`config.mk`:
```
export PLATFORM = sky130hd
export DESIGN_NAME = turn_controller
export DESIGN_NICKNAME = d
export VERILOG_FILES = /design/src/rtl/game_pkg.sv /design/src/rtl/key_edge_detect.sv /design/src/rtl/turn_controller.sv
export SDC_FILE = /design/constraint.sdc
export NUM_CORES = 1
export LEC_CHECK = 0
export CORE_UTILIZATION = 57
export CTS_CLUSTER_SIZE = 28
export DETAILED_ROUTE_END_ITERATION = 6
export PLACE_DENSITY = 0.85
export SETUP_SLACK_MARGIN = 0.5
export SYNTH_ARGS = -nofsm -noshare
export SYNTH_HDL_FRONTEND = slang
export SYNTH_HIERARCHICAL = 1
export SYNTH_SLANG_ARGS = --single-unit
```
`constraint.sdc`:
```
create_clock -name frame_clk -period 3.3 [get_ports frame_clk]
set_input_delay 0.33 -clock frame_clk [delete_from_list [all_inputs] [get_ports frame_clk]]
set_output_delay 0.33 -clock frame_clk [all_outputs]
set_load 0.1 [all_outputs]
```
`src/rtl/game_pkg.sv`:
```
// Shared types and constants for the artillery game blocks: turn-sequencer
// states, HID keycodes and match-result encodings.
package game_pkg;

  typedef enum logic [2:0] {
    P1_TURN,
    P1_FLIGHT,
    P2_TURN,
    P2_FLIGHT,
    SETTLE,
    GAME_OVER
  } turn_state_t;

  localparam logic [7:0] KEY_SPACE = 8'd44;
  localparam logic [7:0] KEY_ENTER = 8'd40;
  localparam logic [7:0] KEY_C     = 8'd6;

  localparam logic [1:0] WIN_NONE = 2'b00;
  localparam logic [1:0] WIN_P1   = 2'b01;
  localparam logic [1:0] WIN_P2   = 2'b10;
  localparam logic [1:0] WIN_DRAW = 2'b11;

  // The survivor wins; losing both players at once is a draw.
  function automatic logic [1:0] match_result(input logic p1_dead, input logic p2_dead);
    logic [1:0] result;
    result = WIN_NONE;
    if (p1_dead && p2_dead) result = WIN_DRAW;
    else if (p1_dead)       result = WIN_P2;
    else if (p2_dead)       result = WIN_P1;
    return result;
  endfunction

endpackage

```
`src/rtl/key_edge_detect.sv`:
```
// One-cycle event when the held keycode becomes a given key; holding the key
// yields a single event because the previous keycode is kept in a register.
module key_edge_detect (
  input  logic       frame_clk,
  input  logic       Reset,
  input  logic [7:0] keycode,
  input  logic [7:0] key,
  output logic       key_event
);

  logic [7:0] prev_keycode;

  always_ff @(posedge frame_clk) begin
    if (!Reset) prev_keycode <= 8'd0;
    else        prev_keycode <= keycode;
  end

  assign key_event = (keycode == key) && (prev_keycode != key);

endmodule

```
`src/rtl/turn_controller.sv`:
```
// Match-level turn sequencer: alternates P1/P2 turns, launches on Space,
// settles after impact and ends the match on a death. Define TURN_TIMEOUT_EN
// to enforce the per-turn frame limit; otherwise a turn ends only on fire.
module turn_controller
  import game_pkg::*;
#(
  parameter int TURN_FRAMES   = 600,
  parameter int SETTLE_FRAMES = 30
) (
  input  logic        frame_clk,
  input  logic        Reset,
  input  logic [7:0]  keycode,
  input  logic        projectile_done,
  input  logic        p1_dead,
  input  logic        p2_dead,
  output logic        p1_in_turn,
  output logic        p2_in_turn,
  output logic        is_run,
  output logic        fire,
  output logic [15:0] turn_timer,
  output logic        game_over,
  output logic [1:0]  winner
);

  localparam logic [15:0] SETTLE_LOAD = 16'(SETTLE_FRAMES - 1);

  turn_state_t state, state_next;
  logic        owner, owner_next;
  logic [15:0] settle_cnt, settle_next;
  logic [1:0]  winner_next;
  logic        fire_next;
  logic        space_event, enter_event;
  logic        timeout;

  key_edge_detect space_detect (
    .frame_clk (frame_clk),
    .Reset     (Reset),
    .keycode   (keycode),
    .key       (KEY_SPACE),
    .key_event (space_event)
  );

  key_edge_detect enter_detect (
    .frame_clk (frame_clk),
    .Reset     (Reset),
    .keycode   (keycode),
    .key       (KEY_ENTER),
    .key_event (enter_event)
  );

`ifdef TURN_TIMEOUT_EN
  localparam logic [15:0] TURN_LOAD = 16'(TURN_FRAMES - 1);

  logic [15:0] timer_q, timer_next;

  always_ff @(posedge frame_clk) begin
    if (!Reset) timer_q <= TURN_LOAD;
    else        timer_q <= timer_next;
  end

  assign turn_timer = timer_q;
  assign timeout    = (timer_q == 16'd0);
`else
  assign turn_timer = 16'd0;
  assign timeout    = 1'b0;
`endif

  always_comb begin
    state_next  = state;
    owner_next  = owner;
    settle_next = settle_cnt;
    winner_next = winner;
    fire_next   = 1'b0;
`ifdef TURN_TIMEOUT_EN
    timer_next  = timer_q;
`endif
    case (state)
      P1_TURN, P2_TURN: begin
        // A launch in the last frame of the turn still counts.
        if (space_event) begin
          state_next = (state == P1_TURN) ? P1_FLIGHT : P2_FLIGHT;
          fire_next  = 1'b1;
        end else if (timeout) begin
          state_next  = SETTLE;
          owner_next  = (state == P2_TURN);
          settle_next = SETTLE_LOAD;
        end else begin
`ifdef TURN_TIMEOUT_EN
          timer_next = timer_q - 16'd1;
`endif
        end
      end
      P1_FLIGHT, P2_FLIGHT: begin
        if (projectile_done) begin
          state_next  = SETTLE;
          owner_next  = (state == P2_FLIGHT);
          settle_next = SETTLE_LOAD;
        end
      end
      SETTLE: begin
        if (settle_cnt == 16'd0) begin
          if (p1_dead || p2_dead) begin
            state_next  = GAME_OVER;
            winner_next = match_result(p1_dead, p2_dead);
          end else begin
            state_next = owner ? P1_TURN : P2_TURN;
`ifdef TURN_TIMEOUT_EN
            timer_next = TURN_LOAD;
`endif
          end
        end else begin
          settle_next = settle_cnt - 16'd1;
        end
      end
      GAME_OVER: begin
        if (enter_event) begin
          state_next  = P1_TURN;
          winner_next = WIN_NONE;
`ifdef TURN_TIMEOUT_EN
          timer_next  = TURN_LOAD;
`endif
        end
      end
      default: begin
        state_next = P1_TURN;
      end
    endcase
  end

  always_ff @(posedge frame_clk) begin
    if (!Reset) begin
      state      <= P1_TURN;
      owner      <= 1'b0;
      settle_cnt <= SETTLE_LOAD;
      winner     <= WIN_NONE;
      fire       <= 1'b0;
    end else begin
      state      <= state_next;
      owner      <= owner_next;
      settle_cnt <= settle_next;
      winner     <= winner_next;
      fire       <= fire_next;
    end
  end

  assign p1_in_turn = (state == P1_TURN) || (state == P1_FLIGHT);
  assign p2_in_turn = (state == P2_TURN) || (state == P2_FLIGHT);
  assign is_run     = (state == P1_FLIGHT) || (state == P2_FLIGHT);
  assign game_over  = (state == GAME_OVER);

  assert property (@(posedge frame_clk) !(p1_in_turn && p2_in_turn));
  assert property (@(posedge frame_clk) 32'(turn_timer) < TURN_FRAMES);

endmodule

```
==> out/results.txt, run 1 <==
Status: complete, no violations
Final period util: 69.2%
Most common cell after layout, fill and taps aside: conb_1
Chip width: 62.8 µm
Synthesized area per cell: 8.96 µm²
Most frequent cells in the layout: conb_1, dfxtp_1, and2_1
Setup CP Type: flop to output port
All-Layer GR Usage: 22.2%
Area leader, netlist: dfxtp_1
Required @ worst endpoint: 2.97 ns
ANT cells: 0
Yosys top cell area share: 37.1%
Synth async-reset ratio: 0%
Initial antenna violation count: 0
Final slew viol count: 0
Register area share after synthesis: 37.1%
Cell Rows: 21
Max-cap violation count: 0
Top FF cell, synth: dfxtp_1
Min Hold Slack: 0.497 ns
Synth warnings: 6
Clock Tree Buf Depth: 2
Die height: 62.8 µm
CTS Buf Count: 5
Clock Pin Slew Worst Setup and Hold Paths: 0.07 ns
Fmax: 438 MHz
Post-Syn Instances: 235
Vias in the first global route: 1,608
RePlAce Congestion: 0.790
Distinct cells, synth: 46
Post-CTS Resized: 0
Setup Viol. Count Final: 0
Grt ovf: 0
DIE AREA: 3940 µm²
Unrepaired setup endpoints after global routing: false
Final Hold Fails: 0
Tot Pwr: 1.31 mW
# fillers: 298
Core area: 3440 µm²
Iter 0 DRT Violations: 50
Root buffer cell: clkbuf_8
Crit path max fanout: 9
Detailed Route WL: 3820 µm
Clock Skews: 0.00697 ns
Cell Pwr Density: 532 nW/µm²
Area grow syn2layout: 16.9%
Synth Cell Area: 2110 µm²
Pleak: 0.965 nW
Post-synth EDFFs: 0
Hold Crit Class: flop to flop
Clock sinks: 39
Wire per inst: 11.5 µm
Critical Path AT: 1.95 ns
Cts hold-fix bufs: 0
Peak supply drop: 293 µV
DRT Pass-1 Iters: 4
Yosys reg bits: 39
# nets final: 301
Setup TNS: 0 ns
Worst setup SP type: flop
Sequential Area: 781 µm²
Synth area leaders: dfxtp_1, xnor2_1, xor2_1
Multi-input gate area: 1340 µm²
Least-Margin Pin Slew: 0.975 ns
CTS tree: done
Fraction of layout cells with a size suffix above 1: 8.04%
Final min period: 2.28 ns
Port buffer count: 19
Ports: 36
Final Util: 71.5%
Starting density of the core: 61.2%
Post-CTS Setup Bufs: 0
Antenna-violating nets left: 0
Via count: 1,663
First-pass GRT wire length: 6870 µm
Hpwl dp: 2840 µm
Pin count of the biggest net entering global routing: 29
Drt drc: 0
Worst Setup End Kind: output port
Post-DR vias/cell: 5.01
Clk_lat worst skew: 0.29 ns
Slew margin rel.: 34.8%
H-tree depth: 2
==> flip-flops by register name, indices dropped and copies added, names as in the netlist <==
register / count
fire: 1
winner: 2
enter_detect/prev_keycode: 8
state: 3
space_detect/prev_keycode: 8
owner: 1
settle_cnt: 16
==> worst max-delay path, stage by stage, from the launching register on <==
cell and delay (ns):
dfxtp_1 0.40, nor2_1 0.13, clkdlybuf4s50_1 1.14
==> cells by family after synthesis <==
kind of cell	Yosys count	synth area share (%)
other	2	0.357
adder cells (fa/ha/maj)	1	0.594
AND/OR/NAND/NOR	97	29.4
XOR/XNOR	32	13.3
buffers and inverters	25	7.49
multiplexers	3	1.43
AO/OA/AOI/OAI	36	10.3
flip-flops	39	37.1
==> power breakdown <==
group	internal, mW	switching [mW]	leakage (nW)	total, mW
Sequential	0.501	0.0422	0.319	0.544
Combinational	0.135	0.341	0.609	0.477
Clock	0.141	0.150	0.0371	0.291
Total	0.778	0.533	0.965	1.31
==> final cells by class <==
class                           instances  share of cell area [%]
Timing Repair Buffer                   21                    8.03
Clock buffer                            6                    2.95
Inverter                                3                   0.457
Tap cell                               46                    2.34
Multi-Input combinational cell        217                    54.5
Sequential cell                        39                    31.7
==> per-stage QoR <==
step	setup WS [ns]	instance area, µm²	std cells
floorplan	1.05	2280	281
global placement	1.31	2390	326
detailed placement	1.26	2390	326
CTS	1.00	2460	332
global route	0.931	2460	332
finish	1.02	2460	332
==> routing by layer <==
metal  track usage, %  vias up  share of wire, %
li1                 -      878                 -
met1             28.1      739                48
met2             36.1       39                46
met3             4.56        7               3.3
met4             10.2        0               1.7
met5                0        -                 0
==> worst paths after layout <==
path,from,end,slack [ns],cells after the start
max,state[2]$_SDFFE_PN0P_,p1_in_turn,1.02,2
min,winner[0]$_SDFFE_PN0P_,winner[0]$_SDFFE_PN0P_,0.50,2
max reg2reg,settle_cnt[0]$_SDFFE_PN1P_,settle_cnt[12]$_SDFFE_PN0P_,1.28,6
min reg2reg,winner[0]$_SDFFE_PN0P_,winner[0]$_SDFFE_PN0P_,0.50,2
==> Yosys cell counts (2+ instances only) <==
master	instances
clkbuf_1	3
inv_1	3
conb_1	2
nand2_1	8
and2_1	17
nor4_1	6
nor4_2	2
nand3_1	11
dfxtp_1	39
nor2b_1	3
nand4_1	6
mux2i_1	3
nor3_1	5
nor2_1	8
buf_2	2
o31ai_1	7
or4_1	6
or3_1	9
buf_4	16
nand4b_1	3
xor2_1	16
a211oi_1	2
xnor2_1	16
a21oi_1	12
o21ai_0	9
No activity file was read; power rests on OpenSTA's default activity.
==> inputs of run 2 (changes only) <==
--- a/config.mk
+++ b/config.mk
@@ -5,10 +5,10 @@
 export SDC_FILE = /design/constraint.sdc
 export NUM_CORES = 1
 export LEC_CHECK = 0
-export CORE_UTILIZATION = 57
+export CORE_UTILIZATION = 48
 export CTS_CLUSTER_SIZE = 28
 export DETAILED_ROUTE_END_ITERATION = 6
-export PLACE_DENSITY = 0.85
+export PLACE_DENSITY = 0.76
 export SETUP_SLACK_MARGIN = 0.5
 export SYNTH_ARGS = -nofsm -noshare
 export SYNTH_HDL_FRONTEND = slang
==> constraint.sdc (replaced) <==
create_clock -name frame_clk -period 2.1 [get_ports frame_clk]
set_input_delay 0.21 -clock frame_clk [delete_from_list [all_inputs] [get_ports frame_clk]]
set_output_delay 0.21 -clock frame_clk [all_outputs]
set_load 0.1 [all_outputs]
==> out/results.txt, run 2 (same netlist as run 1, synthesis figures left out) <==
Hold Crit Class: flop to flop (unchanged)
ANT cells: 0 (unchanged)
Pre-CTS setup slack: 0.0942 ns (was 1.26 ns)
Die height: 68.2 µm (was 62.8 µm)
Worst Slack Setup Final: 0.349 ns (was 1.02 ns)
Fmax: 571 MHz
Cell Rows: 23 (was 21)
Clock Pin Slew Worst Setup and Hold Paths: 0.08 ns (was 0.07 ns)
Antenna-violating nets left: 0 (unchanged)
Sequential Area: 795 µm² (was 781 µm²)
Area grow syn2layout: 36.7% (was 16.9%)
Worst Setup End Kind: flop (was output port)
Post-DR vias/cell: 5.22 (was 5.01)
Slew margin rel.: 66.6% (was 34.8%)
H-tree depth: 2 (unchanged)
Detailed Route WL: 4910 µm (was 3820 µm)
Reg2reg path depth: 6 (unchanged)
Final min period: 1.75 ns
Setup CP Type: flop to flop (was flop to output port)
Final slew viol count: 0 (unchanged)
Switch Pwr: 972 µW (was 533 µW)
Hold Startpoint: winner[0]$_SDFFE_PN0P_ (unchanged)
Max-cap violation count: 0 (unchanged)
Starting density of the core: 51.2% (was 61.2%)
Sw Share: 37.1% (was 40.7%)
# fillers: 311 (was 298)
Pin count of the biggest net entering global routing: 22 (was 29)
Clk_lat worst skew: 0.29 ns (about the same)
Min Hold Slack: 0.474 ns (was 0.497 ns)
Most frequent cells in the layout: conb_1, dfxtp_1, buf_4, and2_1, xnor2_1 (was conb_1, dfxtp_1, and2_1)
Pleak: 1.12 nW (was 0.965 nW)
RePlAce Congestion: 0.828 (was 0.790)
Hold Crit Depth: 2 (unchanged)
Max reg flops: 16 (unchanged)
Clock sinks: 39 (unchanged)
Initial antenna violation count: 0 (unchanged)
Least-Margin Pin Slew: 0.499 ns (was 0.975 ns)
Most common cell after layout, fill and taps aside: conb_1 (unchanged)
Reg with most FFs: settle_cnt (unchanged)
R2R setup slack: 0.35 ns (was 1.28 ns)
Clk pwr share: 28.3% (was 22.2%)
Status: complete, no violations (unchanged)
First-pass GRT wire length: 7400 µm (was 6870 µm)
Peak supply drop: 471 µV (was 293 µV)
Root buffer cell: clkbuf_8 (unchanged)
Drt drc: 0 (unchanged)
Sink of the worst hold path: winner[0]$_SDFFE_PN0P_ (unchanged)
Via count: 1,870 (was 1,663)
Chip width: 68.2 µm (was 62.8 µm)
Hpwl dp: 3090 µm (was 2840 µm)
Iter 0 DRT Violations: 113 (was 50)
All-Layer GR Usage: 21.5% (was 22.2%)
Clock Tree Buf Depth: 2 (unchanged)
Clock Skews: 0.00491 ns (was 0.00697 ns)
Core area: 4120 µm² (was 3440 µm²)
Critical Path AT: 1.98 ns (was 1.95 ns)
Unrepaired setup endpoints after global routing: true (was false)
DRT Pass-1 Iters: 4 (unchanged)
# nets final: 321 (was 301)
CTS Buf Count: 5 (unchanged)
FF-to-FF End: settle_cnt[14]$_SDFFE_PN0P_ (was settle_cnt[12]$_SDFFE_PN0P_)
Setup TNS: 0 ns (unchanged)
Fraction of layout cells with a size suffix above 1: 27.3% (was 8.04%)
Grt ovf: 0 (unchanged)
Setup Viol. Count Final: 0 (unchanged)
Final Hold Fails: 0 (unchanged)
Ports: 36 (unchanged)
Worst setup SP type: flop (unchanged)
Crit Reg-Reg Startpoint: settle_cnt[1]$_SDFFE_PN0P_ (was settle_cnt[0]$_SDFFE_PN1P_)
CTS tree: done (unchanged)
Wire per inst: 13.7 µm (was 11.5 µm)
Port buffer count: 19 (unchanged)
DIE AREA: 4660 µm² (was 3940 µm²)
Final period util: 83.4%
Sequential power share: 32.3% (was 41.5%)
Multi-input gate area: 1510 µm² (was 1340 µm²)
Crit path max fanout: 5 (was 9)
Internal Power: 1.65 mW (was 778 µW)
Logic pwr share: 39.3% (was 36.4%)
Cell Pwr Density: 910 nW/µm² (was 532 nW/µm²)
Vias in the first global route: 1,637 (was 1,608)
Cts hold-fix bufs: 0 (unchanged)
Required @ worst endpoint: 2.33 ns (was 2.97 ns)
Biggest regs: settle_cnt (16), enter_detect/prev_keycode (8), space_detect/prev_keycode (8) (unchanged)
run 2: changes by cell type in the layout (fill, tap and decap cells not counted), sizes merged:
cell / previous run / this run
buf: 5 / 28
clkdlybuf4s50: 16 / 12
bufinv: 0 / 2
and4: 1 / 2
run 2: final cells by class:
type,count,share of cell area (%)
Multi-Input combinational cell,218,52.6
Sequential cell,39,27.6
Timing Repair Buffer,40,12.6
Clock buffer,6,2.52
Tap cell,50,2.17
Clock inverter,2,2.09
Inverter,3,0.391
run 2: what timing repair did:
item,in CTS,in global routing
setup endpoints to repair,20,20
cloned,0,1
pin swaps,6,7
resized for setup,9,27
buffers inserted,12,6
run 2: worst max path at each step:
stage | startpoint | endpoint | slack, ns | cells past startpoint
5_1_grt | enter_detect/prev_keycode[7]$_SDFF_PN0_ | state[0]$_SDFFE_PN0P_ | 0.28 | 7
4_1_cts | settle_cnt[0]$_SDFFE_PN1P_ | settle_cnt[12]$_SDFFE_PN0P_ | 0.40 | 6
3_3_place_gp | keycode[6] | state[2]$_SDFFE_PN0P_ | 0.20 | 7
3_5_place_dp | keycode[6] | state[2]$_SDFFE_PN0P_ | 0.09 | 7
6_report | settle_cnt[1]$_SDFFE_PN0P_ | settle_cnt[14]$_SDFFE_PN0P_ | 0.35 | 6
2_1_floorplan | settle_cnt[1]$_SDFFE_PN0P_ | settle_cnt[14]$_SDFFE_PN0P_ | 0.46 | 6
run 2: per-layer routing:
metal	track usage (%)	part of all wire (%)	wire (µm)
met1	24.7	39	1900
met2	38.4	54	2650
met3	4.50	5.6	275
met4	8.33	1.8	87
met5	0	0	0
run 2: through the flow:
step           utilization [%]  instance area (µm²)  power [mW]  instances
6_report                  69.9                 2880        2.62        358
5_1_grt                   69.9                 2880        2.72        358
4_1_cts                   66.1                 2720        2.54        351
3_5_place_dp              59.7                 2450        1.71        331
3_3_place_gp              59.7                 2450        1.70        331
2_1_floorplan                -                 2330        1.56        281
run 2: power by group through the flow:
stage / Combinational [mW] / Clock [mW] / Sequential, mW
after floorplan: 0.729 / 0 / 0.829
after global placement: 0.846 / 0 / 0.859
after detailed placement: 0.852 / 0 / 0.861
after CTS: 0.948 / 0.754 / 0.844
after global routing: 1.08 / 0.785 / 0.853
final: 1.03 / 0.742 / 0.847
run 2: worst max-delay path, stage by stage, from the launching register on:
cell     delay [ns]
dfxtp_2        0.33
inv_2          0.08
ha_4           0.15
or3b_4         0.38
a21o_1         0.20
or4_4          0.42
a21oi_2        0.14
